<file path="src/rtl/tpu_pkg.sv">
// Shared TPU definitions: counter modes and loop counter limits.
package tpu_pkg;

    typedef enum logic {CTR_WRAP, CTR_ONESHOT} ctr_mode_t;

    localparam int unsigned LOOP_CTR_MAX_CH  = 8;
    localparam int unsigned LOOP_CTR_MAX_LAT = 4;

endpackage

</file>
<file path="src/rtl/loop_ctr_lane.sv">
// One channel of the nested loop counter: count register, end compare,
// wrap/increment and the end-of-range event pipe.
module loop_ctr_lane
    import tpu_pkg::*;
#(
    parameter int unsigned COUNTER_WIDTH = 32,
    parameter int unsigned EVENT_LATENCY = 2
) (
    input  logic                     clk,
    input  logic                     rst_n,
    input  logic                     load,
    input  logic                     enable,
    input  logic                     halt,
    input  logic                     hold,
    input  logic [COUNTER_WIDTH-1:0] end_val,
    input  logic                     carry_in,
    output logic                     carry_out,
    output logic [COUNTER_WIDTH-1:0] ctr_val,
    output logic                     ctr_event
);

    (* use_dsp = "yes" *) logic [COUNTER_WIDTH-1:0] cnt_q;
    logic [COUNTER_WIDTH-1:0] cnt_d;
    logic [COUNTER_WIDTH-1:0] end_q;
    logic                     at_end;

    assign at_end    = (cnt_q == end_q);
    assign carry_out = carry_in && at_end;
    assign ctr_val   = cnt_q;

    // Wrap is decided by compare, so an all-ones end value never relies on overflow.
    always_comb begin
        cnt_d = cnt_q;
        if (load) begin
            cnt_d = '0;
        end else if (carry_in && !halt && !hold) begin
            cnt_d = at_end ? '0 : cnt_q + COUNTER_WIDTH'(1);
        end
    end

    always_ff @(posedge clk or negedge rst_n) begin
        if (!rst_n) begin
            cnt_q <= '0;
            end_q <= '0;
        end else begin
            cnt_q <= cnt_d;
            if (load) begin
                end_q <= end_val;
            end
        end
    end

    if (EVENT_LATENCY == 0) begin : g_event_comb
        assign ctr_event = at_end;
    end else begin : g_event_pipe
        logic [EVENT_LATENCY-1:0] pipe_q;
        logic [EVENT_LATENCY-1:0] pipe_d;

        // The pipe ages only on enabled, non-halted cycles.
        always_comb begin
            pipe_d = pipe_q;
            if (load) begin
                pipe_d = '0;
            end else if (enable && !halt) begin
                pipe_d[0] = at_end;
                for (int unsigned s = 1; s < EVENT_LATENCY; s++) begin
                    pipe_d[s] = pipe_q[s-1];
                end
            end
        end

        always_ff @(posedge clk or negedge rst_n) begin
            if (!rst_n) begin
                pipe_q <= '0;
            end else begin
                pipe_q <= pipe_d;
            end
        end

        assign ctr_event = pipe_q[EVENT_LATENCY-1];
    end

endmodule

</file>
<file path="src/rtl/loop_ctr.sv">
// Multi-channel nested loop counter: carry-chained lanes, run mode and
// terminal-carry (done) tracking.
module loop_ctr
    import tpu_pkg::*;
#(
    parameter int unsigned COUNTER_WIDTH = 32,
    parameter int unsigned NUM_CH        = 3,
    parameter int unsigned EVENT_LATENCY = 2
) (
    input  logic                                 clk,
    input  logic                                 rst_n,
    input  logic                                 enable,
    input  logic                                 load,
    input  ctr_mode_t                            mode,
    input  logic [NUM_CH-1:0][COUNTER_WIDTH-1:0] end_val,
    output logic [NUM_CH-1:0][COUNTER_WIDTH-1:0] ctr_val,
    output logic [NUM_CH-1:0]                    ctr_event,
    output logic                                 done
);

    ctr_mode_t         mode_q;
    logic              done_q;
    logic              done_d;
    logic              halt;
    logic              hold;
    logic              tc;
    logic [NUM_CH:0]   carry;

    assign carry[0] = enable;
    assign halt     = (mode_q == CTR_ONESHOT) && done_q;
    // One-shot runs park every lane on its end value instead of wrapping.
    assign hold     = (mode_q == CTR_ONESHOT) && carry[NUM_CH];
    assign tc       = carry[NUM_CH] && !load && !halt;

    for (genvar i = 0; i < NUM_CH; i++) begin : g_lane
        loop_ctr_lane #(
            .COUNTER_WIDTH (COUNTER_WIDTH),
            .EVENT_LATENCY (EVENT_LATENCY)
        ) u_lane (
            .clk       (clk),
            .rst_n     (rst_n),
            .load      (load),
            .enable    (enable),
            .halt      (halt),
            .hold      (hold),
            .end_val   (end_val[i]),
            .carry_in  (carry[i]),
            .carry_out (carry[i+1]),
            .ctr_val   (ctr_val[i]),
            .ctr_event (ctr_event[i])
        );
    end

    always_comb begin
        done_d = 1'b0;
        if (load) begin
            done_d = 1'b0;
        end else if (mode_q == CTR_ONESHOT) begin
            done_d = done_q || tc;
        end else begin
            done_d = tc;
        end
    end

    always_ff @(posedge clk or negedge rst_n) begin
        if (!rst_n) begin
            mode_q <= CTR_WRAP;
            done_q <= 1'b0;
        end else begin
            done_q <= done_d;
            if (load) begin
                mode_q <= mode;
            end
        end
    end

    assign done = done_q;

endmodule
</file>
<file path="config.mk">
export PLATFORM = sky130hd
export DESIGN_NAME = loop_ctr
export DESIGN_NICKNAME = d
export VERILOG_FILES = /design/src/rtl/tpu_pkg.sv /design/src/rtl/loop_ctr_lane.sv /design/src/rtl/loop_ctr.sv
export SDC_FILE = /design/constraint.sdc
export NUM_CORES = 1
export LEC_CHECK = 0
export CAP_MARGIN = 20
export CELL_PAD_IN_SITES_DETAIL_PLACEMENT = 0
export CELL_PAD_IN_SITES_GLOBAL_PLACEMENT = 1
export CORE_ASPECT_RATIO = 0.5
export CORE_MARGIN = 10
export CORE_UTILIZATION = 45
export DETAILED_ROUTE_END_ITERATION = 16
export GPL_ROUTABILITY_DRIVEN = 0
export PLACE_DENSITY = 0.95
export REMOVE_ABC_BUFFERS = 1
export SYNTH_ARGS = -nofsm -noshare
export SYNTH_HDL_FRONTEND = slang
export SYNTH_HIERARCHICAL = 1
export SYNTH_SLANG_ARGS = --single-unit
export TNS_END_PERCENT = 5
</file>
<file path="constraint.sdc">
create_clock -name clk -period 5.35 [get_ports clk]
set_clock_uncertainty 0.2 [all_clocks]
set_input_delay 0.8025 -clock clk [delete_from_list [all_inputs] [get_ports clk]]
set_output_delay 0.8025 -clock clk [all_outputs]
set_load 0.05 [all_outputs]
</file>
Word-level counts from Yosys, hierarchy flattened

Index checks and enable logic that the tools add are counted.

Flip-flop bits (word level): 200
Output and inout bits: 100
Input port bits: 101

Reduce and logical (&&, ||, !) cells: 21
Equality and inequality tests: 3
$add $sub $neg: 3
Mux-type cells: 17

Operators with widths:

| cell                  | number |
|---|---|
| $mux 32               | 9 |
| $add 32x1->32 const B | 3 |
| $eq 32x32->1          | 3 |
| $logic_and 1x1->1     | 13 |
| $mux 2                | 6 |
| $reduce_bool 2->1     | 4 |
| $logic_not 1->1       | 3 |
| $mux 1                | 2 |
| $logic_or 1x1->1      | 1 |

Depth between registers and ports, before layout

Depth after elaboration: 9
Gate-level depth with buffers: 14
Gate-level depth less buffers: 13

Modules after synthesis

The synthesis kept the hierarchy.

By module, submodules not included:

| module        | cells each | instances | area each (um^2) |
|---|---|---|---|
| loop_ctr_lane | 329        | 3         | 3616.0 |
| loop_ctr      | 7          | 1         | 86.3 |

Worst setup path before layout

Ideal clock, no wire load.

Kind: register -> register
Start point: reg g_lane[0].u_lane.cnt_q[11]
End point: reg g_lane[0].u_lane.cnt_q[3]
Cell stages (with the launch flop): 15
Arrival: 3012 ps
Path buffers: 2
Data required time: 5023 ps
Path slack: 2010 ps
Path through: dfrtp_1 > buf_2 > xnor2_1 > nand4_1 > nor4_2 > and3_2 > and3_2 > and3_2 > and2_1 > nor3b_1 > nor2_1 > clkbuf_1 > nor2_1 > mux2i_1 > o21ai_0

Cells in the longest elaborated chain, start to end: 8

RTL lines:

| what                        | line                | text |
|---|---|---|
| from (decl)                 | loop_ctr_lane.sv:22 | `(* use_dsp = "yes" *) logic [COUNTER_WIDTH-1:0] cnt_q;` |
| from (signal assigned)      | loop_ctr_lane.sv:46 | `cnt_q <= cnt_d;` |
| $eq 32x32->1                | loop_ctr_lane.sv:27 | `assign at_end = (cnt_q == end_q);` |
| $logic_and 1x1->1           | loop_ctr_lane.sv:28 | `assign carry_out = carry_in && at_end;` |
| net carry[1]                | loop_ctr.sv:27      | `logic [NUM_CH:0] carry;` |
| $logic_and 1x1->1           | loop_ctr_lane.sv:28 |  |
| net carry[2]                | loop_ctr.sv:27      |  |
| $logic_and 1x1->1           | loop_ctr_lane.sv:28 |  |
| net carry[3]                | loop_ctr.sv:27      |  |
| $logic_and 1x1->1           | loop_ctr.sv:32      | `assign hold = (mode_q == CTR_ONESHOT) && carry[NUM_CH];` |
| net hold                    | loop_ctr.sv:25      | `logic hold;` |
| $logic_not 1->1             | loop_ctr_lane.sv:36 | `end else if (carry_in && !halt && !hold) begin` |
| $logic_and 1x1->1           | loop_ctr_lane.sv:36 |  |
| $reduce_bool 2->1 (no line) | n/a                 |  |

The timed path passes the listed nets, and every way through them passes these cells. The select of a mux whose other input is x is not followed.
A chain may end at the register's enable or synchronous reset.

Worst setup path in the final report

Start point: reg g_lane[0].u_lane.cnt_q[7]
End point: reg g_lane[1].u_lane.cnt_q[10]

Cells in the longest elaborated chain, start to end: 8

RTL lines:

| what                        | line |
|---|---|
| $eq 32x32->1                | loop_ctr_lane.sv:27 |
| $logic_and 1x1->1           | loop_ctr_lane.sv:28 |
| net carry[1]                | loop_ctr.sv:27 |
| $logic_and 1x1->1           | loop_ctr_lane.sv:28 |
| net carry[2]                | loop_ctr.sv:27 |
| $logic_and 1x1->1           | loop_ctr_lane.sv:28 |
| net carry[3]                | loop_ctr.sv:27 |
| $logic_and 1x1->1           | loop_ctr.sv:32 |
| net hold                    | loop_ctr.sv:25 |
| $logic_not 1->1             | loop_ctr_lane.sv:36 |
| $logic_and 1x1->1           | loop_ctr_lane.sv:36 |
| $reduce_bool 2->1 (no line) | n/a |
| to (signal assigned)        | loop_ctr_lane.sv:46 |
| to (decl)                   | loop_ctr_lane.sv:22 |

The timed path passes the listed nets, and every way through them passes these cells.

==> summary.md <==
| Metric | Value |
|---|---|
| CTS Hold Bufs | `0` |
| Most frequent cells in the layout | `dfrtp_1, clkdlybuf4s50_1, xnor2_1, mux2_2, nor2_1` |
| Synthesized instance count | `994` |
| Final wirelength | `30700 µm` |
| Top routing layer in use | `met4` |
| Worst r2r src | `g_lane[0].u_lane/ctr_val[7]` |
| Fraction of layout cells with a size suffix above 1 | `between 10% and 20%` |
| Placeable Area | `23900 µm²` |
| DR WL/cell | `20.6 µm` |
| Post-CTS setup buffers | `0` |
| Root Buffer | `clkbuf_16` |
| CP required | `about 5500 ps` |
| Pwr Density | `252 nW/µm²` |
| Critical path class | `reg2reg` |
| Worst-path clk slew | `roughly 70 ps` |
| CTS buffer count | `17` |
| I/O pin count | `~200` |
| DP Area | `roughly 13000 µm²` |
| Hold Crit Class | `in2async` |
| First-pass GRT wire length | `between 40000 and 50000 µm` |
| Crit path DAT | `4160 ps` |
| Finished Cell Area | `around 14000 µm²` |
| Count of pins over their slew limit | `0` |
| Worst R2R Path Depth | `13` |
| Setup TNS | `0 ps` |
| Starting Density | `between 40% and 50%` |
| Sequential element share of the synthesized area | `45.8%` |
| DRT iter0 DRCs | `717` |
| Grt ovf | `0` |
| R2R setup slack | `1300 ps` |
| Via-per-instance ratio | `5.64` |
| Post_cts resized | `0` |
| Critical path origin | `g_lane[0].u_lane/ctr_val[7]` |
| Yosys reg bits | `200` |
| Port buffer count | `200` |
| Worst Setup End Kind | `flop` |
| Fin. Hold Viols | `0` |
| Initial antenna violation count | `3` |
| Synth Flop Type | `dfrtp_1` |
| CTS max path bufs | `2` |
| Tcrit/Tclk final | `75.7%` |
| VDD IR-drop max | `0.239 mV` |
| Max Clk Rate | `247 MHz` |
| H-tree depth | `4` |
| Area Growth Syn to Fin | `23.9%` |
| ANT nets after route | `0` |
| DRT Pass-1 Iters | `5` |
| Post-layout util | `a little under three fifths` |
| CP Launch Type | `flop` |
| GR Util All Layers | `19.8%` |
| RSZ-0062 raised after global routing | `no` |
| Post-Syn Area per Cell | `11.0 µm²` |
| Placed cells | `1459` |
| TritonCTS clock tree | `built` |
| Warning count from the yosys run | `6` |
| Vias in the first global route | `8469` |
| Post-placement setup slack | `1200 ps` |
| Clk_lat worst skew | `450 ps` |
| Residual DRC count | `0` |
| Met2 WL post-DR | `~15000 µm` |
| WHS | `285 ps` |
| Fraction of registers with async set or reset after synthesis | `between 90% and 100%` |
| Reg-to-Reg End | `g_lane[1].u_lane/ctr_val[10]` |
| Slew HR | `30.9%` |
| Worst-path fanout max | `14` |
| Final #Nets | `1267` |
| Post-synthesis cell area | `10900 µm²` |
| Status | `finished, final reports clean` |
| CTS sink count | `200` |
| EDFF count, synth | `0` |
| Pin count of the biggest net entering global routing | `127` |
| Non-filler instance count after layout | `1493` |
| Die Wd | `240 µm` |
| Final Power | `3.42 mW` |
| Met1 WL | `13000 µm` |
| Leakage | `5.29 nW` |
| Vias | `8423` |
| Netlist cell types | `50` |
| Crit path to | `g_lane[1].u_lane/ctr_val[10]` |
| Die height | `130 µm` |
| Final WS setup | `~1300 ps` |
| FILL cells | `1990` |
| # rows | `40` |
| Slew at the pin closest to its max-slew limit | `1040 ps` |
| Area of the die | `31300 µm²` |
| Period minus WS final | `4050 ps` |
| Max cap viols | `0` |
| Final HPWL DP | `22600 µm` |
| Endpoints failing setup | `0` |
| Commonest non-fill, non-tap cell in the layout | `dfrtp_1` |
| WL met3 | `1900 µm` |
-- flip-flops by register name (all words and copies together) (netlist names) --
signal                             flops
g_lane.u_lane/ctr_val                 96
g_lane.u_lane/end_q                   96
g_lane.u_lane/g_event_pipe.pipe_q      6
done                                   1
mode_q                                 1
-- worst max-delay path, stage by stage (launching register included) --
cell	delay, ps
dfrtp_1	510
xnor2_2	150
nand4_1	190
nor4_2	520
and3_2	290
and3_2	200
and3_2	180
and2_1	240
nor3b_1	160
nor2_1	720
nor3_1	180
nand4_1	150
xor2_1	160
nor2_1	50
-- final cells by class --
class,instances,area (µm²),share of cell area (%)
Timing Repair Buffer,207,2060,15.2
Multi-Input combinational cell,731,5510,40.7
Clock buffer,24,482,3.56
Clock inverter,7,68.8,0.508
Sequential cell,200,5000,36.9
Antenna cell,3,7.51,0.0554
Tap cell,315,394,2.91
Inverter,6,22.5,0.166
-- Yosys cell counts (6+ instances only) --
| cell | count | area share (%) |
|---|---|---|
| dfrtp_1 | 200 | 46 |
| mux2_2 | 96 | 9.9 |
| xnor2_1 | 96 | 7.7 |
| nor2_1 | 91 | 3.1 |
| nand2_1 | 72 | 2.5 |
| nand4_1 | 48 | 2.7 |
| nand3_1 | 39 | 1.8 |
| xor2_1 | 39 | 3.1 |
| nor3_1 | 30 | 1.4 |
| buf_6 | 21 | 2.2 |
| o21ai_0 | 18 | 0.82 |
| o31ai_1 | 15 | 1.0 |
| a22o_1 | 12 | 0.96 |
| clkbuf_1 | 12 | 0.41 |
| o31a_1 | 12 | 0.96 |
| o31ai_2 | 12 | 1.4 |
| xnor2_2 | 12 | 1.8 |
| and2_1 | 11 | 0.63 |
| and3_1 | 9 | 0.51 |
| and4_1 | 9 | 0.72 |
| buf_1 | 9 | 0.31 |
| buf_2 | 9 | 0.41 |
| mux2i_1 | 9 | 0.82 |
| nand2b_1 | 9 | 0.51 |
| or3_1 | 9 | 0.51 |
| a21oi_1 | 7 | 0.32 |
| inv_1 | 6 | 0.21 |
| nand3_2 | 6 | 0.55 |
| nor3_2 | 6 | 0.55 |
| nor4_1 | 6 | 0.34 |
| nor4_2 | 6 | 0.69 |
| or2_2 | 6 | 0.34 |
-- layer usage --
| metal | track usage, % | up-vias |
|---|---|---|
| li1 | - | 3867 |
| met3 | 4.21 | 52 |
| met1 | 25.0 | 4206 |
| met2 | 33.0 | 298 |
| met4 | 7.54 | 0 |
| met5 | 0 | - |
-- power by group --
group	leakage [nW]	internal (mW)	switching (mW)
clock	0.272	0.677	0.570
sequential	2.56	1.60	0.0979
combinational	2.45	0.249	0.222
-- cell families (layout without fill, tap and decap cells) --
kind of cell	Yosys count	in the layout	synth area share, %
fa+ha+maj	3	3	0.343
mux	106	106	10.8
xor+xnor	147	147	12.6
buf+inv	63	244	3.84
other cells	0	3	0
compound gates	94	94	6.77
simple gates	381	381	19.8
flops	200	200	45.8
-- how the worst min path moves through the flow --
| stage | end | slack (ps) | cells past startpoint |
|---|---|---|---|
| after floorplan | g_lane[0].u_lane/g_event_pipe.pipe_q[1] | 290 | 2 |
| after global placement | g_lane[0].u_lane/g_event_pipe.pipe_q[1] | 300 | 2 |
| after global routing | g_lane[2].u_lane/end_q[8] | 350 | 1 |
| after detailed placement | g_lane[0].u_lane/g_event_pipe.pipe_q[1] | 310 | 2 |
| final | g_lane[0].u_lane/end_q[22] | 280 | 1 |
| after CTS | g_lane[0].u_lane/g_event_pipe.pipe_q[1] | 330 | 2 |
No activity file was read; power rests on OpenSTA's default activity.
